`src/rtl/rr_arbiter_4_if.sv`:
```
// Request/grant bundle between four requesting masters and the round-robin arbiter.
// The master side drives requests and release; the slave (arbiter) side returns the grant.
interface rr_arbiter_4_if;
  logic       en;
  logic [3:0] req;
  logic       done;
  logic [3:0] grant;
  logic [1:0] grant_idx;
  logic       grant_valid;
  logic       timeout;

  modport master (
    output en,
    output req,
    output done,
    input  grant,
    input  grant_idx,
    input  grant_valid,
    input  timeout
  );

  modport slave (
    input  en,
    input  req,
    input  done,
    output grant,
    output grant_idx,
    output grant_valid,
    output timeout
  );
endinterface

```
`src/rtl/rr_arbiter_4.sv`:
```
// Four-way round-robin arbiter with a registered one-hot grant, its 2-bit encoded index,
// and a hold-time limit that forcibly revokes a grant after MAX_HOLD cycles.
module rr_arbiter_4 #(
  parameter int unsigned MAX_HOLD = 16,
  parameter int unsigned CNT_W    = 8
) (
  input logic           clk,
  input logic           rst_n,
  rr_arbiter_4_if.slave bus
);

  typedef enum logic [0:0] {StIdle, StGrant} state_e;

  state_e             state_q;
  logic [CNT_W-1:0]   hold_cnt_q;
  logic [1:0]         last_owner_q;
  logic [3:0]         grant_q;
  logic [1:0]         grant_idx_q;
  logic               grant_valid_q;
  logic               timeout_q;

  logic [1:0]         sel;
  logic               owner_req;
  logic               hold_expired;

  // First requester after the previous owner, wrapping 3 -> 0; the previous owner is
  // checked last so it is only re-granted when nobody else is asking.
  function automatic logic [1:0] rr_pick(input logic [3:0] r, input logic [1:0] last);
    logic [1:0] idx;
    logic       found;
    rr_pick = 2'd0;
    found   = 1'b0;
    for (int k = 1; k <= 4; k++) begin
      idx = last + 2'(k);
      if (!found && r[idx]) begin
        rr_pick = idx;
        found   = 1'b1;
      end
    end
  endfunction

  always_comb begin
    sel          = rr_pick(bus.req, last_owner_q);
    owner_req    = bus.req[grant_idx_q];
    hold_expired = (hold_cnt_q == CNT_W'(MAX_HOLD - 1));
  end

  always_ff @(posedge clk or negedge rst_n) begin
    if (!rst_n) begin
      state_q       <= StIdle;
      hold_cnt_q    <= '0;
      last_owner_q  <= 2'd3;
      grant_q       <= 4'b0000;
      grant_idx_q   <= 2'd0;
      grant_valid_q <= 1'b0;
      timeout_q     <= 1'b0;
    end else begin
      timeout_q <= 1'b0;
      unique case (state_q)
        StIdle: begin
          if (bus.en && (bus.req != 4'b0000)) begin
            grant_q       <= 4'b0001 << sel;
            grant_idx_q   <= sel;
            grant_valid_q <= 1'b1;
            hold_cnt_q    <= '0;
            state_q       <= StGrant;
          end
        end
        StGrant: begin
          // Release priority: disable, withdrawal, done, then hold expiry.
          if (!bus.en || !owner_req || bus.done || hold_expired) begin
            timeout_q     <= bus.en && owner_req && !bus.done;
            last_owner_q  <= grant_idx_q;
            grant_q       <= 4'b0000;
            grant_idx_q   <= 2'd0;
            grant_valid_q <= 1'b0;
            hold_cnt_q    <= '0;
            state_q       <= StIdle;
          end else begin
            hold_cnt_q <= hold_cnt_q + 1'b1;
          end
        end
        default: state_q <= StIdle;
      endcase
    end
  end

  assign bus.grant       = grant_q;
  assign bus.grant_idx   = grant_idx_q;
  assign bus.grant_valid = grant_valid_q;
  assign bus.timeout     = timeout_q;

  a_grant_onehot0: assert property (@(posedge clk) disable iff (!rst_n) $onehot0(grant_q));
  a_valid_match:   assert property (@(posedge clk) disable iff (!rst_n)
                                    grant_valid_q == (grant_q != 4'b0000));
  a_idx_match:     assert property (@(posedge clk) disable iff (!rst_n)
                                    grant_q == (grant_valid_q ? (4'b0001 << grant_idx_q) : 4'b0000));

endmodule

```
`src/flat_wrapper.sv`:
```
// flat-port wrapper written by rule: the top's interface ports become plain ports
module rr_arbiter_4_flat 
#(
  parameter int unsigned MAX_HOLD = 16,
  parameter int unsigned CNT_W    = 8
)
  (clk, rst_n, bus_en, bus_req, bus_done, bus_grant, bus_grant_idx, bus_grant_valid, bus_timeout);
  rr_arbiter_4_if bus_i ();
  input logic clk;
  input logic rst_n;
  input wire logic [$bits(bus_i.en)-1:0] bus_en;
  input wire logic [$bits(bus_i.req)-1:0] bus_req;
  input wire logic [$bits(bus_i.done)-1:0] bus_done;
  output wire logic [$bits(bus_i.grant)-1:0] bus_grant;
  output wire logic [$bits(bus_i.grant_idx)-1:0] bus_grant_idx;
  output wire logic [$bits(bus_i.grant_valid)-1:0] bus_grant_valid;
  output wire logic [$bits(bus_i.timeout)-1:0] bus_timeout;
  assign bus_i.en = bus_en;
  assign bus_i.req = bus_req;
  assign bus_i.done = bus_done;
  assign bus_grant = bus_i.grant;
  assign bus_grant_idx = bus_i.grant_idx;
  assign bus_grant_valid = bus_i.grant_valid;
  assign bus_timeout = bus_i.timeout;
  rr_arbiter_4 #(.MAX_HOLD(MAX_HOLD), .CNT_W(CNT_W)) u_core (.clk(clk), .rst_n(rst_n), .bus(bus_i));
endmodule
```
`config.mk`:
```
export PLATFORM = sky130hd
export DESIGN_NAME = rr_arbiter_4_flat
export DESIGN_NICKNAME = d
export VERILOG_FILES = /design/src/rtl/rr_arbiter_4_if.sv /design/src/rtl/rr_arbiter_4.sv /design/src/flat_wrapper.sv
export SDC_FILE = /design/constraint.sdc
export NUM_CORES = 1
export LEC_CHECK = 0
export ABC_AREA = 0
export BUFFER_PORTS_ARGS = -buffer_cell sky130_fd_sc_hd__buf_2
export CORE_ASPECT_RATIO = 1.4
export CORE_MARGIN = 1
export CORE_UTILIZATION = 36
export CTS_BUF_LIST = sky130_fd_sc_hd__clkbuf_4
export DETAILED_ROUTE_END_ITERATION = 7
export HOLD_SLACK_MARGIN = 0.06
export PLACE_DENSITY = 0.6
export SETUP_SLACK_MARGIN = 0.1
export SLEW_MARGIN = 20
export SYNTH_ARGS = -nofsm -noshare
export SYNTH_HDL_FRONTEND = slang
export SYNTH_SLANG_ARGS = --single-unit
```
`constraint.sdc`:
```
create_clock -name clk -period 3.8 [get_ports clk]
set_input_delay 0.76 -clock clk [delete_from_list [all_inputs] [get_ports clk]]
set_output_delay 0.76 -clock clk [all_outputs]
set_load 0.01 [all_outputs]
```
==> flow_results.org <==
** Place
- Input and output buffers added on the ports amount to 15.
- Last weighted congestion value of the routability-driven placer :: a little under 0.9
- HPWL after detailed placement :: 1615 µm
- OpenSTA, run right after detailed placement, puts the worst setup slack at roughly 1600 ps.

** Run status
- The run finished with clean final reports.

** Clocking
- In this run, post-CTS repair resized a total of 0 instances.
- Post-CTS timing repair inserted 0 buffers for setup.
- Clock tree from TritonCTS :: built
- CTS root buf :: sky130_fd_sc_hd__clkbuf_4
- Hold-fix buffers at CTS :: 0
- Clock tree synthesis inserted a total of 3 buffers.
- The longest clock path from root to sink contains 2 buffers.
- Clock-pin slew of the registers on the worst-case setup and hold paths :: approximately 110 ps
- CTS built an H-tree with a depth of 1.
- Clock latency on the worst-skew pair, taken at its later pin, is 300 ps.
- Clock tree synthesis found a total of 19 sinks.

** Yosys
- After synthesis the netlist holds a flip-flop and latch count of 19.
- By area the synthesized netlist is led by sky130_fd_sc_hd__dfrtp_1, sky130_fd_sc_hd__a31oi_1, sky130_fd_sc_hd__dfstp_2.
- The Yosys step of the flow raised 0 warnings.
- For this run, the register share of the synthesized area comes to 46.87%.
- In the synthesized netlist, the number of instances is 100.
- Average cell area after synthesis :: 10.20 µm²
- sky130_fd_sc_hd__dfrtp_1 takes more of the synthesized area than any other cell.
- The netlist uses 38 different library cells.
- Post-Syn Nets :: around 110
- The share of synthesized area in the top cell type comes to 41.72%.
- The synthesized netlist occupies a cell area of between 0.001 and 0.0015 mm².

** Setup path
- In this run the worst path has a maximum fanout of 3.
- STA puts the critical path data arrival time at 2110 ps.
- Startpoint of the most critical register-to-register path :: u_core.bus.grant_idx[0]
- Data on the critical path is required at its endpoint by a little over 4000 ps.
- The critical path is of the input pin to register type.
- The worst register-to-register path has a depth of 4.
- The worst setup path is captured at a register.
- STA classifies the critical path startpoint as an input pin.
- Setup slack of the most critical reg-to-reg path :: just over 2000 ps
- Critical register-to-register path endpoint :: u_core.last_owner_q[1]

** Die
- Total number of placement rows :: 22
- During I/O placement, the number of pins put on the boundary was 16.
- Horizontal die dimension :: 46.98 µm
- In this run the standard cell core region covers 0.002643 mm².
- Starting utilization of the core area :: 38.59%
- The die covers 0.003052 mm².
- The die is roughly 65 µm tall.

** GRT
- The first global-routing pass estimated 3636 µm of wire.
- For this run, the total global-route usage over all layers was measured as 16.84%.
- Busiest layer in global routing :: met2
- The initial antenna violation count came to 0.
- GRT Residual Overflow :: 0
- In the global route stage, met1 resource usage came out at between 10% and 20%.
- Number of global-route vias before repair :: 824
- Largest net degree at the start of global routing :: 20
- For this run, global-route usage on met3 was measured as 2.786%.
- Met2 demand-to-capacity share in global routing :: about a quarter

** STA
- Worst-Margin Slew :: 555.1 ps
- The final hold violation count is 0.
- Setup total negative slack on the finished layout was measured at 0 ps.
- Static timing analysis puts the maximum clock frequency at 0.5328 GHz.
- Worst-case headroom to the max-slew limit :: ~63%
- For the final database, setup skew stands at roughly 7.7 ps.
- Worst setup slack after layout :: 1923 ps
- Final setup fails :: 0
- Final min period :: roughly 1900 ps
- Setup repair after global routing left no endpoint under its margin.
- In the finished design, the share of the clock period the worst path needs comes to 49.39%.
- Slew Limit Fails :: 0

** Routing
- After detailed routing, the average wire length per cell comes to 14.13 µm.
- Detailed routing inserted a total of 859 vias.
- First-pass DRT Iterations :: 5
- WL final :: 2162 µm
- Post-DR vias/cell :: 5.614
- The count of nets left with antenna violations once routing finished came out at 0.
- After detailed routing, the number of remaining DRC violations is 0.
- Drt first-iter violations :: 12

** Power and ir drop
- Pwr Density :: 455.6 mW/mm²
- The worst-case IR drop observed on VDD is 150.1 µV.
- Static Leakage :: roughly 0.00050 µW

** Layout
- Number of inserted filler cells in the final layout :: 279
- The number of antenna diodes in the final layout is 0.
- Share of post-route cells with drive strength above 1 :: between 20% and 30%
- Sequential cell area :: 478.0 µm²
- Commonest cells after routing, fill and taps aside :: sky130_fd_sc_hd__dfrtp_1, sky130_fd_sc_hd__buf_2, sky130_fd_sc_hd__a31oi_1
- Summing all multi-input logic gate instances after layout gives 510.5 µm².
- In the final design database the tool counted about 130 nets.
- Synth-to-Final Area Change :: 13.62%
- Most frequent standard cell in the layout excluding fill and tap cells :: sky130_fd_sc_hd__dfrtp_1

** Flow run
- Max Cap Viol :: 0

** Hold path
- HP Class :: input pin to async pin
[registers in the layout (all words and copies together) (netlist names)]
register and flops:
u_core.bus.grant_valid 1, u_core.bus.grant_idx 2, u_core.bus.timeout 1, u_core.state_q 1, u_core.last_owner_q 2, u_core.hold_cnt_q 8, u_core.bus.grant 4
[where the power goes]
part           internal, µW  switching (µW)  leakage (µW)
logic                  70.1            80.7      0.000234
clock network          39.2            60.5     0.0000177
registers               241            36.2      0.000251
total                   350             177      0.000502
[worst max-delay path by stage]
stage | startpoint | to | depth (start not counted)
after CTS | bus_en | u_core.last_owner_q[1] | 5
after detailed placement | bus_en | u_core.last_owner_q[1] | 5
after global placement | bus_en | u_core.last_owner_q[0] | 5
after global routing | bus_en | u_core.hold_cnt_q[3] | 5
final | bus_en | u_core.last_owner_q[1] | 5
after floorplan | bus_done | u_core.last_owner_q[0] | 4
[routing by layer]
metal	wire (µm)	vias up	part of all wire, %
met1	909	418	42
met5	0	-	0
met3	60	8	2.8
met2	1120	20	52
li1	-	413	-
met4	70	0	3.2
[area by class of cell]
cell class,count,share of cell area (%)
clock buffers,3,1.944
clock inverters,1,0.4320
inverters,6,1.944
multi-input cells,73,44.06
flip-flops and latches,19,41.25
well taps,36,3.888
repair buffers,15,6.479
[cell usage after synthesis]
cell type                    n
sky130_fd_sc_hd__a21oi_1     2
sky130_fd_sc_hd__a21oi_4     1
sky130_fd_sc_hd__a31oi_1    10
sky130_fd_sc_hd__a32o_1      1
sky130_fd_sc_hd__and2_1      1
sky130_fd_sc_hd__and2b_1     1
sky130_fd_sc_hd__and3_1      2
sky130_fd_sc_hd__and3b_1     1
sky130_fd_sc_hd__buf_2       1
sky130_fd_sc_hd__clkbuf_1    1
sky130_fd_sc_hd__dfrtp_1    17
sky130_fd_sc_hd__dfstp_2     2
sky130_fd_sc_hd__ha_1        1
sky130_fd_sc_hd__inv_1       6
sky130_fd_sc_hd__mux2_2      2
sky130_fd_sc_hd__mux2i_1     3
sky130_fd_sc_hd__nand2_1     7
sky130_fd_sc_hd__nand2b_1    3
sky130_fd_sc_hd__nand3_1     5
sky130_fd_sc_hd__nand3b_1    2
sky130_fd_sc_hd__nor2_1      3
sky130_fd_sc_hd__nor2b_1     2
sky130_fd_sc_hd__nor3_1      3
sky130_fd_sc_hd__o21a_1      1
sky130_fd_sc_hd__o21a_2      1
sky130_fd_sc_hd__o21ai_0     3
sky130_fd_sc_hd__o21ai_1     2
sky130_fd_sc_hd__o221ai_1    1
sky130_fd_sc_hd__o22a_1      1
sky130_fd_sc_hd__o22ai_1     2
sky130_fd_sc_hd__o22ai_2     1
sky130_fd_sc_hd__o2bb2ai_1   3
sky130_fd_sc_hd__o32ai_1     1
sky130_fd_sc_hd__o41ai_2     1
sky130_fd_sc_hd__or3_1       1
sky130_fd_sc_hd__or3b_1      3
sky130_fd_sc_hd__or4_4       1
sky130_fd_sc_hd__xor2_1      1
[cells by family (layout without fill, tap and decap cells)]
kind of cell,after synthesis,in the layout,synth area share [%]
buffers and inverters,8,25,3.067
muxes,5,5,5.153
DFF,19,19,46.87
xor gates and xnor gates,1,1,0.8591
and+or+nand+nor,35,35,19.88
adders and majority gates,1,1,1.227
AOI/OAI and AO/OA,31,31,22.95
[worst max-delay path, stage by stage]
cell and delay [ps]:
sky130_fd_sc_hd__buf_2 110, sky130_fd_sc_hd__or3b_1 380, sky130_fd_sc_hd__o22a_1 210, sky130_fd_sc_hd__o21ai_1 270
sky130_fd_sc_hd__mux2_2 370
[stage by stage]
step | total power, µW | hold WS, ps | util (%) | instance area (µm²) | instances
after CTS | 538.8 | 389.4 | 43.84 | 1159 | 153
after global placement | 431.9 | 470.3 | 42.80 | 1131 | 149
after detailed placement | 434.9 | 483.4 | 42.80 | 1131 | 149
after floorplan | 378.3 | 451.3 | - | 1020 | 100
after global routing | 569.9 | 389.4 | 43.84 | 1159 | 153
final | 527.9 | 381.0 | 43.84 | 1159 | 153
No activity file was read; power rests on OpenSTA's default activity.
